==> src/rtl/viterbi_decode.sv <==
// Hard-decision Viterbi decoder for the K=4, rate-1/2 code (g1 = 1+D^2+D^3, g0 = 1+D+D^2+D^3).
// Frame flow: one ACS per accepted symbol, full-frame traceback from state 0, then in-order bit output.
module viterbi_decode #(
  parameter int FRAME_LEN = 64,
  parameter int TAIL_LEN  = 3,
  parameter int PM_W      = 8
) (
  input  logic       clk_sig,
  input  logic       rst_sig,
  input  logic [1:0] sym_sig,
  input  logic       sym_valid_sig,
  output logic       sym_ready_sig,
  output logic       dec_sig,
  output logic       dec_valid_sig,
  output logic       dec_last_sig,
  output logic       busy_sig
);

  localparam int N  = FRAME_LEN + TAIL_LEN;
  localparam int IW = $clog2(N);
  localparam int BW = (FRAME_LEN > 1) ? $clog2(FRAME_LEN) : 1;

  localparam logic [IW-1:0]   LAST_IDX = IW'(N - 1);
  localparam logic [IW-1:0]   FL_IDX   = IW'(FRAME_LEN);
  localparam logic [BW-1:0]   LAST_BIT = BW'(FRAME_LEN - 1);
  localparam logic [PM_W-1:0] PM_MAX   = '1;
  localparam logic [PM_W-1:0] PM_HI    = {1'b1, {(PM_W-1){1'b0}}};

  localparam logic [1:0] S_IDLE   = 2'd0;
  localparam logic [1:0] S_ACS    = 2'd1;
  localparam logic [1:0] S_TRACE  = 2'd2;
  localparam logic [1:0] S_OUTPUT = 2'd3;

  // Expected {g1,g0} when input u leaves trellis state s = {u_{t-1},u_{t-2},u_{t-3}}.
  function automatic logic [1:0] exp_sym(input logic [2:0] s, input logic u);
    return {u ^ s[1] ^ s[0], u ^ s[2] ^ s[1] ^ s[0]};
  endfunction

  function automatic logic [1:0] hamming(input logic [1:0] a, input logic [1:0] b);
    logic [1:0] d;
    d = a ^ b;
    return {d[1] & d[0], d[1] ^ d[0]};
  endfunction

  function automatic logic [PM_W-1:0] sat_add(input logic [PM_W-1:0] pm, input logic [1:0] bm);
    logic [PM_W:0] sum;
    sum = {1'b0, pm} + {{(PM_W-1){1'b0}}, bm};
    return sum[PM_W] ? PM_MAX : sum[PM_W-1:0];
  endfunction

  logic [1:0]      r_state;
  logic [IW-1:0]   r_sym_cnt;
  logic [IW-1:0]   r_trc_idx;
  logic [2:0]      r_trc_st;
  logic [BW-1:0]   r_out_cnt;
  logic [PM_W-1:0] r_pm [8];
  logic [7:0]      r_surv [N];
  logic [FRAME_LEN-1:0] r_buf;

  logic [PM_W-1:0] w_pm_src [8];
  logic [PM_W-1:0] w_pm_new [8];
  logic [7:0]      w_dec;
  logic [7:0]      w_surv_row;
  logic            w_surv_bit;
  logic            w_accept;

  assign sym_ready_sig = ~rst_sig & ((r_state == S_IDLE) | (r_state == S_ACS));
  assign w_accept      = sym_valid_sig & sym_ready_sig;

  // The first symbol of a frame always starts from the frame-start metrics.
  always_comb begin
    for (int i = 0; i < 8; i++) begin
      if (r_state == S_IDLE) w_pm_src[i] = (i == 0) ? '0 : PM_HI;
      else                   w_pm_src[i] = r_pm[i];
    end
  end

  for (genvar g = 0; g < 8; g++) begin : g_acs
    localparam logic [2:0] NS = 3'(g);
    localparam logic [2:0] P0 = {NS[1:0], 1'b0};
    localparam logic [2:0] P1 = {NS[1:0], 1'b1};
    logic [PM_W-1:0] w_c0;
    logic [PM_W-1:0] w_c1;
    assign w_c0        = sat_add(w_pm_src[P0], hamming(sym_sig, exp_sym(P0, NS[2])));
    assign w_c1        = sat_add(w_pm_src[P1], hamming(sym_sig, exp_sym(P1, NS[2])));
    // Strict compare: equal metrics keep the predecessor whose LSB is 0.
    assign w_dec[g]    = (w_c1 < w_c0);
    assign w_pm_new[g] = w_dec[g] ? w_c1 : w_c0;
  end

  assign w_surv_row = r_surv[r_trc_idx];
  assign w_surv_bit = w_surv_row[r_trc_st];

  always_ff @(posedge clk_sig or posedge rst_sig) begin
    if (rst_sig) begin
      r_state   <= S_IDLE;
      r_sym_cnt <= '0;
      r_trc_idx <= LAST_IDX;
      r_trc_st  <= '0;
      r_out_cnt <= '0;
      for (int i = 0; i < 8; i++) r_pm[i] <= (i == 0) ? '0 : PM_HI;
    end else begin
      case (r_state)
        S_IDLE, S_ACS: begin
          if (w_accept) begin
            for (int i = 0; i < 8; i++) r_pm[i] <= w_pm_new[i];
            if (r_sym_cnt == LAST_IDX) begin
              r_state   <= S_TRACE;
              r_sym_cnt <= '0;
              r_trc_idx <= LAST_IDX;
              r_trc_st  <= '0;
            end else begin
              r_state   <= S_ACS;
              r_sym_cnt <= r_sym_cnt + 1'b1;
            end
          end
        end
        S_TRACE: begin
          r_trc_st <= {r_trc_st[1:0], w_surv_bit};
          if (r_trc_idx == '0) begin
            r_state   <= S_OUTPUT;
            r_out_cnt <= '0;
          end else begin
            r_trc_idx <= r_trc_idx - 1'b1;
          end
        end
        default: begin
          if (r_out_cnt == LAST_BIT) r_state   <= S_IDLE;
          else                       r_out_cnt <= r_out_cnt + 1'b1;
        end
      endcase
    end
  end

  // Survivor and output storage carry no reset; a reset frame is simply never read.
  always_ff @(posedge clk_sig) begin
    if (w_accept) r_surv[r_sym_cnt] <= w_dec;
    if ((r_state == S_TRACE) && (r_trc_idx < FL_IDX)) r_buf[r_trc_idx[BW-1:0]] <= r_trc_st[2];
  end

  assign dec_valid_sig = (r_state == S_OUTPUT);
  assign dec_sig       = dec_valid_sig & r_buf[r_out_cnt];
  assign dec_last_sig  = dec_valid_sig & (r_out_cnt == LAST_BIT);
  assign busy_sig      = (r_state != S_IDLE);

endmodule

==> config.mk <==
export PLATFORM = sky130hd
export DESIGN_NAME = viterbi_decode
export DESIGN_NICKNAME = d
export VERILOG_FILES = /design/src/rtl/viterbi_decode.sv
export SDC_FILE = /design/constraint.sdc
export NUM_CORES = 1
export LEC_CHECK = 0
export CAP_MARGIN = 20
export CORE_MARGIN = 10
export CORE_UTILIZATION = 45
export CTS_CLUSTER_SIZE = 28
export DETAILED_ROUTE_END_ITERATION = 10
export SLEW_MARGIN = 0
export SYNTH_ARGS = -nofsm -noshare
export SYNTH_HDL_FRONTEND = slang
export SYNTH_SLANG_ARGS = --single-unit
==> constraint.sdc <==
create_clock -name clk_sig -period 13.5 [get_ports clk_sig]
set_input_delay 2.025 -clock clk_sig [delete_from_list [all_inputs] [get_ports clk_sig]]
set_output_delay 2.025 -clock clk_sig [all_outputs]
set_load 0.03 [all_outputs]
==> results.md <==
- Congestion Overflow GR: 0
- Seq/Total Area, Yosys: 61.2%
- RSZ-0062 raised after global routing: no
- Clock tree root driver cell: clkbuf_16
- Status: finished clean
- CTS tree: done
- Synth area leaders: edfxtp_1 54%, dfrtp_1 6.0%, mux4_2 3.7%
- Post-CTS setup buffers: 0
- # IOs: 10
- Fillers: roughly 6,200
- Post-Synth Simple-Gate Area: 10.9%
- Relative slew slack: ~28%
- Vias: ~22,000
- Syn. warnings: 0
- Final core utilization: between 50% and 60%
- Fin cells: around 3,600
- Top cell type's share of synthesized area: around 54%
- Min cycle time layout: approximately 7 ns
- Largest family of logic cells by synthesized area: compound AO/OA/AOI/OAI gates
- Fin crit share: about half
- Syn avg cell area: 12.8 um2
- Clk slew on worst S/H paths: approximately 0.060 ns
- Launch point of the critical path: sym_sig[0]
- Worst Setup End Kind: flop
- Clk_skew: about 0.03 ns
- Hpwl dp: about 58,000 um
- Total clock buffers created by CTS: 75
- Area growth, synth to finish: 10.3%
- Die Y: 291 um
- Final hold vios: 0
- Kind of critical path: in -> reg
- Clk sinks: slightly below 700
- CP max FO: 75
- Slew @ Worst Pin: 1.08 ns
- Share of cells above drive strength 1: 12.9%
- CTS max path bufs: 3
- Worst reg2reg path startpoint: r_state[1]
- Starting DRT DRC Count: roughly 2,500
- Setup TNS: 0 ns
- WP data arrival: 7.28 ns
- Final Power: about 6.5 mW
- Max-Cap Viols: 0
- Initial antenna violation count: 0
- Slew Viols, Final: 0
- Most common cell after layout, fill and taps aside: edfxtp_1
- Post-Syn Area: roughly 33,000 um2
- Total GRT Usage: about a fifth
- WHS: between 0.5 and 0.6 ns
- Vias in the first global route: ~21,000
- Final setup margin: around 6.7 ns
- Top_reg_cell synth: edfxtp_1
- XOR/XNOR Fraction of Synth Area: slightly above 2%
- Syn nets: around 2,700
- Design area: ~37,000 um2
- Adder-Cell Fraction of Synth Area: between 2 and 3%
- Post-synth cell types: 87
- Largest net degree at the start of global routing: 94
- Diode count: 0
- Cell Rows: between 90 and 100
- Latest clock arrival within the worst-skew pair: 0.63 ns
- DRC violations left: 0
- # nets final: ~2,600
- First-pass GRT wire length: approximately 140,000 um
- WP data required: ~14 ns
- LEAKAGE: roughly 13 nW
- Mux contribution to synthesized area: under 10%
- HP Class: reg -> reg
- Hold Startpoint: r_pm[23]
- Post-DR wirelength/cell: ~26 um
- Setup WS pre-CTS: just over 6 ns
- Post-synth EDFFs: 600
- Setup violators final: 0
- Total Wirelength: approximately 90,000 um
- Compound-Gate Fraction of Synth Area: about 11%
- RePlAce Congestion: 0.891
- Pwr dens: approximately 180 nW/um2
- Htree depth: 3
- Worst VDD drop: about 0.00013 V
- Crit start category: input pin
- CTS Hold Bufs: 0
- Ys async rst share: around 13%
- Inst Count DP: 3,445
- Post-route ant nets: 0
- Die X: 291 um
- Mapped Cells: 2,590
- Die area: 84,800 um2
- Yosys top cell by area: edfxtp_1
- Starting Density: between 40% and 50%
- Post-CTS Resized: 0
- #FFs+latches synth: 689
- # port buffers: 9
- Placeable Area: between 70,000 and 80,000 um2
- Placed Instance Area: roughly 34,000 um2
- Via-per-instance ratio: about 6.1
- First drt pass iteration count: 7
- Fmax achieved: between 100 and 150 MHz
- Most frequent cells in the layout: 600 x edfxtp_1, 260 x nor2_1, 241 x nand2_1, 127 x o21ai_0, 94 x mux2i_1
-- where the power goes --
part           internal, mW  leakage (nW)  switching, mW
registers              2.45          6.52          0.136
clock network          1.16          1.17          0.861
logic                 0.640          4.98           1.24
-- critical path, cell delays in order --
cell             delay, ns
clkdlybuf4s50_1       0.54
inv_1                 0.12
ha_1                  0.88
nand2_1               0.22
o21ai_1               0.29
nand4_1               0.32
nor2_1                0.28
xnor2_1               0.14
o22ai_1               0.11
ha_1                  0.35
a21o_1                0.16
a21o_1                0.17
a221o_1               0.38
a31oi_4               0.23
buf_4                 0.70
mux2i_1               0.25
o21ai_0               0.08
-- path summary, 6_finish.rpt --
path	cells after the start	slack [ns]	to
max in group asynchronous	3	10.38	r_trc_idx[2]
min in group asynchronous	2	1.80	r_pm[11]
min	2	0.53	r_pm[23]
min reg2reg	2	0.53	r_pm[23]
max reg2reg	20	7.74	r_pm[8]
max	17	6.69	r_pm[53]
-- kinds of logic (layout without fill, tap and decap cells) --
kind of cell    after synthesis  after routing
fa+ha+maj                    79             79
compound gates              537            537
simple gates                783            783
flops                       689            689
mux                         226            226
xor+xnor                     76             76
buf+inv                     200            233
-- cell type report --
| class | count | area, um2 | area share [%] |
|---|---|---|---|
| clock inverters | 43 | 437 | 1.20 |
| clock buffers | 93 | 1970 | 5.41 |
| well taps | 959 | 1200 | 3.29 |
| flip-flops and latches | 689 | 20300 | 55.5 |
| inverters | 47 | 179 | 0.490 |
| multi-input cells | 1701 | 12100 | 33.0 |
| repair buffers | 50 | 410 | 1.12 |
-- flip-flops by register name, indices dropped and copies added, names as in the netlist --
signal / cells
r_surv: 536
r_buf: 64
r_pm: 64
r_sym_cnt: 7
r_trc_idx: 7
r_out_cnt: 6
r_trc_st: 3
r_state: 2
-- cells in the mapped netlist, drive strengths merged (21+ instances only) --
cell	number
edfxtp	600
nor2	264
nand2	243
o21ai	141
mux2i	94
a21oi	93
dfrtp	80
ha	78
buf	77
mux2	77
clkbuf	76
nand3	63
mux4	55
inv	46
a221oi	43
xnor2	40
a22oi	38
xor2	36
nor2b	31
and3	29
a31oi	27
and2	26
or2	24
a21o	22
a22o	21
-- routing by layer --
| layer | routed length [um] | global-route usage (%) |
|---|---|---|
| met1 | 38800 | 28.3 |
| met2 | 43500 | 34.2 |
| met3 | 6170 | 2.89 |
| met4 | 3050 | 7.63 |
| met5 | 0 | 0 |
(Power assumes the default switching activity.)
==> RTL change (same settings) <==
Compare `r_sym_cnt` against `LAST_IDX` with >= in place of ==.
--- a/src/rtl/viterbi_decode.sv
+++ b/src/rtl/viterbi_decode.sv
@@ -105,5 +105,5 @@
           if (w_accept) begin
             for (int i = 0; i < 8; i++) r_pm[i] <= w_pm_new[i];
-            if (r_sym_cnt == LAST_IDX) begin
+            if (r_sym_cnt >= LAST_IDX) begin
               r_state   <= S_TRACE;
               r_sym_cnt <= '0;
Formal check against the unedited RTL: no difference found for any inputs over 4 cycles, from zero or initial values and one cycle with rst_sig high; that may be too few to reach the edited logic, so the function may still have changed.
==> RTL change against the unedited design <==
Area after synthesis is 0.55% higher; setup slack worse by 0.26 ns; critical path depth unchanged; sequential cell count stayed put; global-route usage fell by 1.4 points; design area increased by 0.12%; wire length shrank 6.6%.
Power is not compared: it rests on default switching activity, and its combinational part moved more than twofold at a synthesized area within 25%.
==> RTL change: results (changes against the unedited design) <==
Run status
  – Outcome: finished, final reports clean (unchanged)

Timing
  – Max-slew headroom: 0.271 (was 0.280)
  – Setup TNS: 0 ns (unchanged)
  – Clk_skew: 0.0307 ns (was 0.0299 ns)
  – Worst Hold Slack: 0.528 ns (was 0.535 ns)

Synth
  – Number of synthesized flops with an enable pin: 600 (unchanged)
  – Yosys cell types: 92 (was 87)
  – Dominant cells by area after synthesis: edfxtp_1, dfrtp_1, mux2i_1 (was edfxtp_1, dfrtp_1, mux4_2)
  – Post-synthesis sequential area ratio: 0.609 (was 0.612)
  – Mapped Nets: 2785 (was 2673)
  – Post-synth top cells: edfxtp_1, nor2_1, nand2_1 (unchanged)

Place
  – PortBufs: 9 (unchanged)
  – GP Congestion: 0.898 (was 0.891)
  – DP Wirelength: 52300 um (was 58300 um)

Final layout
  – Max reg flops: 536 (unchanged)
  – Most flops, register: r_surv (unchanged)
  – Layout cells sized above 1: 0.0902 (was 0.129)
  – Layout net count: 2725 (was 2647)

Detailed routing
  – Drt first pass iters: 5 (was 7)
  – Via density: 5.98 (was 6.12)
  – DRT iter0 DRCs: 2089 (was 2481)
  – WL final: 85400 um (was 91400 um)

GRT
  – Number of global-route vias before repair: 21800 (was 21400)
  – First-pass GRT wire length: 131000 um (was 138000 um)
  – Pin count of the biggest net entering global routing: 83 (was 94)
  – GRT Util Overall: 0.196 (was 0.210)
  – Initial antenna violation count: 2 (was 0)

CTS
  – Cts bufs inserted: 76 (was 75)
  – H-tree levels: 3 (unchanged)
  – CTS resizes: 0 (unchanged)
  – Clock Path Buffers: 3 (unchanged)
  – Clock Latency Late Sink: 0.62 ns
  – Reg clk slew, reported paths: 0.06 ns (about the same)

Worst setup path
  – Crit Path Max Fanout: 69 (was 75)
  – R2R Path End: r_pm[31]$_DFFE_PP1P_ (was r_pm[8]$_DFFE_PP0P_)
  – WP data arrival: 7.61 ns (was 7.28 ns)
  – Reg2Reg Depth: 18 (was 20)
  – R2R Setup Slk: 7.73 ns (was 7.74 ns)
  – Setup crit start: sym_sig[1] (was sym_sig[0])
  – CP Class: in -> reg (unchanged)
  – Worst r2r src: r_state[1]$_DFFE_PP0P_ (unchanged)

Hold path
  – Hold_sp: r_pm[8]$_DFFE_PP0P_ (was r_pm[23]$_DFFE_PP1P_)
  – Min-Delay Path Class: reg -> reg (unchanged)

Power
  – Worst vdd ir: 0.0000862 V
==> RTL change: cell count changes after synthesis, sizes merged, moves of 28 or more <==
| cell | unedited run | this run |
|---|---|---|
| mux2 | 77 | 8 |
| a221oi | 43 | 8 |
| mux4 | 55 | 27 |
| a22o | 21 | 63 |
| o211ai | 20 | 59 |
| mux2i | 94 | 171 |
==> RTL change: how the worst min path moves through the flow <==
stage	endpoint	cells past startpoint
final	r_pm[8]$_DFFE_PP0P_	2
after global routing	r_pm[15]$_DFFE_PP1P_	2
after CTS	r_pm[7]$_DFFE_PP1P_	2
after detailed placement	r_pm[7]$_DFFE_PP1P_	2
after global placement	r_pm[7]$_DFFE_PP1P_	2
after floorplan	r_pm[8]$_DFFE_PP0P_	2
==> RTL change: kinds of logic (layout without fill, tap and decap cells) <==
group / count (synthesis) / in the layout / share of synthesized area
and+or+nand+nor: 778 / 778 / 0.109
DFF: 689 / 689 / 0.609
AOI/OAI and AO/OA: 635 / 635 / 0.129
buffers and inverters: 237 / 239 / 0.0312
muxes: 206 / 206 / 0.0724
adders and majority gates: 79 / 79 / 0.0296
xor gates and xnor gates: 78 / 78 / 0.0205
==> RTL change: critical path: stages <==
cell and delay, ns:
clkdlybuf4s50_1 0.57, inv_1 0.12, ha_1 0.81, ha_1 0.39
nor2b_1 0.21, o21ai_0 0.10, a21oi_1 0.37, nand2_1 0.22
o21ai_0 0.17, ha_1 0.30, a21o_1 0.16, a21o_1 0.17
a21o_1 0.20, o41ai_4 0.59, buf_4 0.63, mux2_2 0.40
o21ai_0 0.14
==> RTL change: layout make-up <==
cell class                      count  area (um^2)
Sequential cell                   689        20300
Clock inverter                     49          522
Fill cell                        6336        36500
Timing Repair Buffer               35          285
Tap cell                          959         1200
Multi-Input combinational cell   1776        12100
Clock buffer                       91         1990
Inverter                           64          245
==> RTL change: metrics by stage <==
step	std cells	setup slack [ns]	instance area, um^2
floorplan	2702	7.74	33300
global placement	3523	6.00	34100
detailed placement	3523	5.77	34100
CTS	3663	6.45	36600
global route	3663	6.00	36600
finish	3663	6.43	36600
==> RTL change: per-layer routing <==
layer  GRT usage  vias up  share of wire
li1            -    10100              -
met1       0.265    11000           0.44
met2       0.319      710           0.47
met3      0.0269      156          0.055
met4      0.0718        2          0.032
met5           0        -        0.00013
==> RTL change: where the power goes <==
part,total (mW),internal [mW],switching [mW]
registers,2.43,2.41,0.0184
clock network,2.07,1.20,0.868
logic,0.392,0.115,0.277
